### config.mk
export PLATFORM = sky130hd
export DESIGN_NAME = bus_arbiter
export DESIGN_NICKNAME = d
export VERILOG_FILES = /design/src/rtl/bus_arbiter_pkg.sv /design/src/rtl/bus_arb_next_sel.sv /design/src/rtl/bus_arbiter.sv
export SDC_FILE = /design/constraint.sdc
export NUM_CORES = 1
export LEC_CHECK = 0
export CAP_MARGIN = 30
export CORE_AREA = 2 2 39 41
export CTS_CLUSTER_DIAMETER = 100
export DETAILED_ROUTE_END_ITERATION = 8
export DIE_AREA = 0 0 41 43
export DONT_BUFFER_PORTS = 1
export SLEW_MARGIN = 20
export SYNTH_ARGS = -nofsm -noshare
export SYNTH_HDL_FRONTEND = slang
export SYNTH_SLANG_ARGS = --single-unit
### constraint.sdc
create_clock -name clk -period 1.6 [get_ports clk]
set_clock_uncertainty 0.15 [all_clocks]
set_input_delay 0.24 -clock clk [delete_from_list [all_inputs] [get_ports clk]]
set_output_delay 0.24 -clock clk [all_outputs]
set_load 0.03 [all_outputs]
### src/rtl/bus_arbiter_pkg.sv
`default_nettype none
// ============================================================================
// Module      : bus_arbiter_pkg
// Description : Shared constants, types and helpers for the four-master
//               round-robin bus arbiter (bus_arbiter, bus_arb_next_sel).
//               Request and grant lines are active-low throughout.
// Revision    : 1.0 - initial release
// ============================================================================
package bus_arbiter_pkg;

    // Number of bus masters and width of the owner index
    localparam int c_NUM_MASTERS = 4;
    localparam int c_OWNER_W     = 2;

    // Width of the optional hold counter
    localparam int c_HOLD_CNT_W  = 16;

    // Active-low request/grant polarity
    localparam logic c_ENABLE  = 1'b0;
    localparam logic c_DISABLE = 1'b1;

    // Owner index type
    typedef logic [c_OWNER_W-1:0] owner_t;

    // Owner register encodings (one state per master)
    localparam logic [1:0] OWN0 = 2'd0;
    localparam logic [1:0] OWN1 = 2'd1;
    localparam logic [1:0] OWN2 = 2'd2;
    localparam logic [1:0] OWN3 = 2'd3;

    // Decode an owner index into an active-low one-hot grant vector
    function automatic logic [c_NUM_MASTERS-1:0] grant_decode(input owner_t own);
        logic [c_NUM_MASTERS-1:0] g;
        g      = {c_NUM_MASTERS{c_DISABLE}};
        g[own] = c_ENABLE;
        return g;
    endfunction

endpackage : bus_arbiter_pkg
`default_nettype wire

### src/rtl/bus_arb_next_sel.sv
`default_nettype none
// ============================================================================
// Module      : bus_arb_next_sel
// Description : Combinational round-robin search. Starting after the current
//               owner, scans owner+1, owner+2, owner+3 (mod 4) and returns the
//               first master with an active (low) request. The current owner
//               is never a candidate; o_found is low when nobody else asks.
// Revision    : 1.0 - initial release
// ============================================================================
module bus_arb_next_sel
    import bus_arbiter_pkg::*;
(
    input  logic [1:0] i_owner,     // current owner index
    input  logic [3:0] i_req_n,     // active-low requests, bit k = master k
    output logic [1:0] o_next,      // selected next owner
    output logic       o_found      // a requester other than the owner exists
);

    logic [1:0] w_idx;

    // Priority scan in rotating order; first hit wins
    always_comb begin
        o_next  = i_owner;
        o_found = 1'b0;
        w_idx   = i_owner;
        for (int i = 1; i < c_NUM_MASTERS; i++) begin
            w_idx = i_owner + 2'(i);
            if (!o_found && (i_req_n[w_idx] == c_ENABLE)) begin
                o_next  = w_idx;
                o_found = 1'b1;
            end
        end
    end

endmodule : bus_arb_next_sel
`default_nettype wire

### src/rtl/bus_arbiter.sv
`default_nettype none
// ============================================================================
// Module      : bus_arbiter
// Description : Four-master round-robin arbiter for the shared system bus.
//               Samples active-low requests and drives exactly one active-low
//               registered grant at all times. Ownership passes only when the
//               owner releases its request (park on last owner otherwise).
//               Optional feature macro BUS_ARB_TIMEOUT_EN adds a 16-bit hold
//               counter that forces handover after TIMEOUT_CYCLES contested
//               cycles and pulses timeout_evt.
// Revision    : 1.0 - initial release
// ============================================================================
module bus_arbiter
    import bus_arbiter_pkg::*;
#(
    parameter int TIMEOUT_CYCLES = 16   // legal range 2..65535
) (
    input  logic       clk,
    input  logic       reset,
    input  logic       m0_req_,
    input  logic       m1_req_,
    input  logic       m2_req_,
    input  logic       m3_req_,
    output logic       m0_grnt_,
    output logic       m1_grnt_,
    output logic       m2_grnt_,
    output logic       m3_grnt_,
    output logic [1:0] owner,
    output logic       timeout_evt
);

    // ------------------------------------------------------------------------
    // Request collection and next-owner search
    // ------------------------------------------------------------------------
    logic [3:0] w_req_n;
    logic [1:0] w_next;
    logic       w_found;
    logic       w_owner_req;
    logic       w_release;

    assign w_req_n = {m3_req_, m2_req_, m1_req_, m0_req_};

    // Owner state; grants are registered alongside so they always mirror it
    logic [1:0] r_owner;
    logic [3:0] r_grnt_n;
    logic [1:0] w_owner_nxt;

    bus_arb_next_sel u_next_sel (
        .i_owner (r_owner),
        .i_req_n (w_req_n),
        .o_next  (w_next),
        .o_found (w_found)
    );

    // Owner still asking for the bus
    assign w_owner_req = (w_req_n[r_owner] == c_ENABLE);

    // Owner let go and somebody else is waiting: hand over
    assign w_release   = !w_owner_req && w_found;

`ifdef BUS_ARB_TIMEOUT_EN
    // ------------------------------------------------------------------------
    // Hold-timeout path
    // ------------------------------------------------------------------------
    logic [c_HOLD_CNT_W-1:0] r_hold_cnt;
    logic [c_HOLD_CNT_W-1:0] w_cnt_nxt;
    logic                    r_timeout_evt;
    logic                    w_contested;
    logic                    w_expire;

    // Contested means the owner holds while another master is waiting; the
    // search only ever looks at the other three, so w_found says exactly that.
    assign w_contested = w_owner_req && w_found;
    assign w_expire    = w_contested &&
                         (r_hold_cnt == c_HOLD_CNT_W'(TIMEOUT_CYCLES - 1));

    // Next owner and counter: release or expiry both hand over and clear
    always_comb begin
        w_owner_nxt = r_owner;
        w_cnt_nxt   = r_hold_cnt;
        if (w_release || w_expire) begin
            w_owner_nxt = w_next;
            w_cnt_nxt   = '0;
        end else if (w_contested) begin
            w_cnt_nxt   = r_hold_cnt + 1'b1;
        end
    end

    // Owner, grant, counter and event registers
    always_ff @(posedge clk) begin
        if (reset) begin
            r_owner       <= OWN0;
            r_grnt_n      <= grant_decode(OWN0);
            r_hold_cnt    <= '0;
            r_timeout_evt <= 1'b0;
        end else begin
            r_owner       <= w_owner_nxt;
            r_grnt_n      <= grant_decode(w_owner_nxt);
            r_hold_cnt    <= w_cnt_nxt;
            r_timeout_evt <= w_expire;
        end
    end

    assign timeout_evt = r_timeout_evt;
`else
    // ------------------------------------------------------------------------
    // No timeout: owner holds indefinitely
    // ------------------------------------------------------------------------
    logic [c_HOLD_CNT_W-1:0] w_unused_timeout;
    assign w_unused_timeout = c_HOLD_CNT_W'(TIMEOUT_CYCLES);

    // Next owner changes only on a release with a waiting requester
    always_comb begin
        w_owner_nxt = r_owner;
        if (w_release) begin
            w_owner_nxt = w_next;
        end
    end

    // Owner and grant registers
    always_ff @(posedge clk) begin
        if (reset) begin
            r_owner  <= OWN0;
            r_grnt_n <= grant_decode(OWN0);
        end else begin
            r_owner  <= w_owner_nxt;
            r_grnt_n <= grant_decode(w_owner_nxt);
        end
    end

    assign timeout_evt = 1'b0;
`endif

    // ------------------------------------------------------------------------
    // Outputs straight from flops
    // ------------------------------------------------------------------------
    assign owner    = r_owner;
    assign m0_grnt_ = r_grnt_n[0];
    assign m1_grnt_ = r_grnt_n[1];
    assign m2_grnt_ = r_grnt_n[2];
    assign m3_grnt_ = r_grnt_n[3];

endmodule : bus_arbiter
`default_nettype wire

# Word-level counts from Yosys, hierarchy flattened
# Cells that the tools add are included.
# totals
ff_bits,6
inputBits,6
wordCells,36
out_inout_bits,7
# op_classes
n_reduce_logical,5
n_addsub,3
mux,17
order_cmp,6
bitwise,3
# op_table
operator,n
"less-than comparator 2 x 3 -> 1 bit, second input constant",5
binary-select mux 1 bit (select 2 bit),4
2-to-1 mux 1 bit,8
2-to-1 mux 2 bit,4
"adder 2 bit, second input constant",2
logical AND 1 bit,4
inverter 4 bit,1
"adder 2 x 1 -> 2 bit, second input constant",1
demux 1 bit (select 2 bit),1
"greater-or-equal comparator 2 x 1 -> 1 bit, second input constant",1
inverter 1 bit,2
logical NOT 1 bit,1

# Longest topological paths before layout
# logic_depth
depth_word,16
ltp_mapped,4
depth_no_buf,4

# By module
# A second synthesis with hierarchy kept.
# hier_totals
hier_cells,53
hier_area_um2,447.9
# by_module_without_submodules
module,instances,area_per_inst_um2,cells_per_inst,seq_area_each_um2
bus_arbiter,1,325.3,32,120.1
bus_arb_next_sel,1,122.6,21,0.0

# Worst setup path after synthesis
# Ideal clock, no wire load.
# synth_path
kind,reg2reg
from,"register r_owner[0], in the netlist owner[0]"
to,register r_grnt_n[3]
stages_incl_launch_ff,5
period_less_slack_ps,1577
required_ps,1323
t_arrival_ps,1300
n_path_buf,0
setup_ps,127
setup_slack_ps,23
cell_sequence,dfxtp_1 -> o21a_1 -> nor2_1 -> or2_1 -> or3_1
# synth_via
elab_chain_len,16
elab_cells_between_ends,30
cone_classes,add/sub (3); order compare (2); mux (17); bitwise (3); reduce/logical (5)
# synth_rtl
element,line_no,source
from (decl),bus_arbiter.sv:44,logic [1:0] r_owner;
from (signal assigned),bus_arbiter.sv:126,r_owner <= w_owner_nxt;
adder 2 bit,bus_arb_next_sel.sv:27,w_idx = i_owner + 2'(i);
binary-select mux 1 bit (select 2 bit),bus_arb_next_sel.sv:28,if (!o_found && (i_req_n[w_idx] == c_ENABLE)) begin
2-to-1 mux 1 bit (not written as such),bus_arb_next_sel.sv:28,
inverter 1 bit,bus_arb_next_sel.sv:28,
logical AND 1 bit,bus_arb_next_sel.sv:28,
2-to-1 mux 1 bit,bus_arb_next_sel.sv:28,
logical NOT 1 bit,bus_arb_next_sel.sv:28,
logical AND 1 bit,bus_arb_next_sel.sv:28,
2-to-1 mux 1 bit,bus_arb_next_sel.sv:28,
logical AND 1 bit,bus_arbiter.sv:59,assign w_release = !w_owner_req && w_found;
2-to-1 mux 2 bit (*),bus_arbiter.sv:115,if (w_release) begin
less-than comparator 2 x 3 -> 1 bit (not written as such) or greater-or-equal comparator 2 x 1 -> 1 bit (tied branches),bus_arbiter_pkg.sv:35,g[own] = c_ENABLE;
logical AND 1 bit (not written as such),bus_arbiter_pkg.sv:35,
2-to-1 mux 1 bit (not written as such),bus_arbiter_pkg.sv:35,
demux 1 bit (select 2 bit) (*),bus_arbiter_pkg.sv:35,
inverter 4 bit (no line) (*),-,
to (signal assigned),bus_arbiter.sv:124,r_grnt_n <= grant_decode(OWN0);
to (signal assigned),bus_arbiter.sv:127,r_grnt_n <= grant_decode(w_owner_nxt);
to (decl),bus_arbiter.sv:45,logic [3:0] r_grnt_n;
# Mark *: on every way between the ends. The rest lies on a longest branch, timed or not. The select of a mux whose other input is x is not followed.
# A chain may end at the register's enable or synchronous reset.

# Final worst setup path
# layout_path
from,"register r_owner[1], in the netlist owner[1]"
to,register r_grnt_n[3]
# Same word-level chain as after synthesis.

==> out/results.tsv <==
stage	metric	value	unit
cts	Reg clk slew, reported paths	0.05	ns
global_routing	gr usage total	7.24	%
synthesis	number of warnings issued by yosys	0	
power_and_ir_drop	Clock power frac	36.5	%
die	starting utilization of the core area	19.0	%
power_and_ir_drop	total internal power	269	uW
layout	synth-to-layout area growth	22.9	%
worst_setup_path	launching element of the worst setup path	owner[1]	
layout	proportion of layout cells with a drive suffix above 1	20.0	%
die	floorplan die area	0.00176	mm2
power_and_ir_drop	leakage power	0.138	nW
sta	final critical delay including setup and external delays	1.45	ns
worst_setup_path	setup slack of the most critical reg-to-reg path	0.15	ns
placed_design	final weighted congestion of routability-driven global placement	0.788	
layout	final design utilization	23.3	%
cts	Setup Buffers After CTS	0	
die	number of core rows	14	
layout	number of nets in the finished design	43	
route	1st-iter DRT viols	4	
die	core footprint	0.00138	mm2
sta	number of setup violations in the final report	0	
route	wire length per cell after detailed routing	11.0	um
sta	final-layout setup total negative slack	0	ns
cts	clock tree from TritonCTS	done	
sta	max-slew violation count	0	
flow_run	number of violations of the max-capacitance limit	0	
layout	cell area after layout	323	um2
power_and_ir_drop	net switching power of the design	105	uW
hold_path	type of the tightest min-delay check	input port to flop	
worst_setup_path	critical path class	flop to flop	
global_routing	total gr overflow	0	
worst_setup_path	critical path arrival	1.43	ns
power_and_ir_drop	largest voltage drop on the vdd net	0.395	mV
route	post-detailed-routing wire length	562	um
global_routing	global-route wire length before repair	793	um
sta	RSZ-0062 raised after global routing	false	
cts	clk sinks	6	
sta	part of the cycle the worst path needs	90.8	%
power_and_ir_drop	total power density per cell area	1160	mW/mm2
synthesis	count of unique library cells instantiated by Yosys	19	
cts	number of levels in the clock H-tree	1	
synthesis	Mapped Avg Cell Area	8.76	um2
synthesis	synthesized flop and latch total	6	
power_and_ir_drop	combinational group share of total power	13.9	%
placed_design	placed instance area	290	um2
hold_path	cell depth of the worst min-delay path	2	
placed_design	Port Buf Inserts	0	
sta	Hold Fails Final Rpt	0	
power_and_ir_drop	fraction of power consumed by sequential logic	49.6	%
cts	master cell of the clock root buffer	sky130_fd_sc_hd__clkbuf_4	
worst_setup_path	element type at the critical path start	flop	
cts	Max Root-Sink Buffers	2	
worst_setup_path	largest fanout on the critical path	6	
route	antenna-violating nets left	0	
global_routing	vias in the first global route	196	
global_routing	pin count of the biggest net entering global routing	7	
cts	number of buffers created by CTS	3	
worst_setup_path	required time at the endpoint of the critical path	1.57	ns
route	post-route DRC violation count	0	
synthesis	Syn Inst Count	30	
synthesis	total standard cell area after synthesis	263	um2
sta	maximum frequency from static timing analysis	0.688	GHz
worst_setup_path	crit path capture	r_grnt_n[3]	
global_routing	number of antenna violations at the first check in global routing	0	
status	status	finished, final reports clean	
worst_setup_path	number of cells on the worst reg-to-reg path	4	
worst_setup_path	Crit Reg-Reg Startpoint	owner[1]	
power_and_ir_drop	net switching share of the total power	28.1	%
worst_setup_path	end of the worst register-to-register path	r_grnt_n[3]	
worst_setup_path	crit end category	flop	
die	die height	43	um
placed_design	HPWL after detailed placement	423	um
cts	insertion delay of the later-clocked pin in the worst-skew pair	0.24	ns
route	Vias per Instance	4.22	
die	# IOs	13	
power_and_ir_drop	Total Power	375	uW
route	number of vias in the routed layout	215	
layout	antenna diode instance count	0	
die	width of the die	41	um
route	total iterations of the first detailed-routing run	3	
synthesis	Mapped Nets	36	
synthesis	post-synthesis sequential area ratio	45.7	%
## per-layer routing
metal	routed length, um	track usage (%)
met1	211	7.10
met2	302	10.0
met3	48	6.28
met4	0	4.00
met5	0	0
## area by class of cell
| type | count | area (um2) |
|---|---|---|
| clock buffer | 3 | 22.5 |
| fill | 162 | 1060 |
| inverter | 2 | 7.51 |
| multi-input combinational | 21 | 128 |
| sequential | 6 | 120 |
| tap | 16 | 20.0 |
| timing repair buffer | 3 | 25.0 |
## cells in the final DEF (no fill, tap or decap)
cell type                       instances
sky130_fd_sc_hd__nand2_1                2
sky130_fd_sc_hd__o221a_2                1
sky130_fd_sc_hd__or2_1                  1
sky130_fd_sc_hd__o21ai_0                1
sky130_fd_sc_hd__nor3_1                 1
sky130_fd_sc_hd__nand3_1                2
sky130_fd_sc_hd__dfxtp_1                6
sky130_fd_sc_hd__a31oi_1                1
sky130_fd_sc_hd__clkbuf_4               3
sky130_fd_sc_hd__o211a_1                1
sky130_fd_sc_hd__dlygate4sd3_1          1
sky130_fd_sc_hd__or3_1                  1
sky130_fd_sc_hd__o21a_1                 1
sky130_fd_sc_hd__nor2_1                 2
sky130_fd_sc_hd__nor3_2                 1
sky130_fd_sc_hd__conb_1                 1
sky130_fd_sc_hd__o21ai_1                1
sky130_fd_sc_hd__buf_4                  2
sky130_fd_sc_hd__or2b_1                 2
sky130_fd_sc_hd__nor2b_1                1
sky130_fd_sc_hd__a21oi_1                1
sky130_fd_sc_hd__inv_1                  2
## registers in the layout (all words and copies together), names as in the netlist
signal    count
owner         2
r_grnt_n      4
## through the flow
stage | setup WS (ns) | std cells | hold WS, ns
finish | 0.146 | 51 | 0.0386
global route | 0.0587 | 51 | 0.0540
CTS | 0.126 | 51 | 0.0305
detailed placement | 0.131 | 47 | 0.163
global placement | 0.149 | 47 | 0.167
floorplan | 0.0227 | 30 | 0.159
## how the worst min path moves through the flow
stage / from / end / slack [ns]
finish: reset / owner[0] / 0.04
CTS: reset / owner[0] / 0.03
floorplan: reset / r_grnt_n[0] / 0.16
global placement: reset / r_grnt_n[0] / 0.17
global route: reset / owner[0] / 0.05
detailed placement: reset / r_grnt_n[0] / 0.16
## power by group through the flow
stage          logic (mW)  registers, mW  clock network [mW]
2_1_floorplan      0.0326          0.195                   0
3_3_place_gp       0.0487          0.188                   0
3_5_place_dp       0.0491          0.189                   0
4_1_cts            0.0518          0.186               0.145
5_1_grt            0.0579          0.187               0.149
6_report           0.0520          0.186               0.137
## synth_stat cells
cell type,number,area [um2]
sky130_fd_sc_hd__or3_1,1,6.26
sky130_fd_sc_hd__buf_4,1,7.51
sky130_fd_sc_hd__nor2_1,2,7.51
sky130_fd_sc_hd__or2b_1,2,15.0
sky130_fd_sc_hd__a31oi_1,1,6.26
sky130_fd_sc_hd__o211a_1,1,10.0
sky130_fd_sc_hd__nand2_1,2,7.51
sky130_fd_sc_hd__o21a_1,1,7.51
sky130_fd_sc_hd__nor2b_1,1,6.26
sky130_fd_sc_hd__nand3_1,2,10.0
sky130_fd_sc_hd__dfxtp_1,6,120
sky130_fd_sc_hd__inv_1,2,7.51
sky130_fd_sc_hd__or2_1,1,6.26
sky130_fd_sc_hd__conb_1,1,3.75
sky130_fd_sc_hd__nor3_1,1,5.00
sky130_fd_sc_hd__nor3_2,1,10.0
sky130_fd_sc_hd__o21ai_0,2,10.0
sky130_fd_sc_hd__o221a_2,1,11.3
sky130_fd_sc_hd__a21oi_1,1,5.00
## critical path, stage by stage, from the launching register on
cell	delay (ns)
sky130_fd_sc_hd__dfxtp_1	0.42
sky130_fd_sc_hd__or2b_1	0.13
sky130_fd_sc_hd__a31oi_1	0.10
sky130_fd_sc_hd__or2_1	0.24
sky130_fd_sc_hd__or3_1	0.30
## cells by family after synthesis
logic type / Yosys count / synth area share, %
and+or+nand+nor: 13 / 28.1
AOI/OAI and AO/OA: 7 / 19.0
DFF: 6 / 45.7
buffers and inverters: 3 / 5.72
other: 1 / 1.43
## timing repair
| action | 4_1_cts | 5_1_grt |
|---|---|---|
| gates resized for setup | 0 | 1 |
| endpoints found under the hold margin | 4 | 0 |
| setup endpoints to repair | 0 | 1 |
| hold buffers | 1 | 0 |
(Power assumes the default switching activity.)
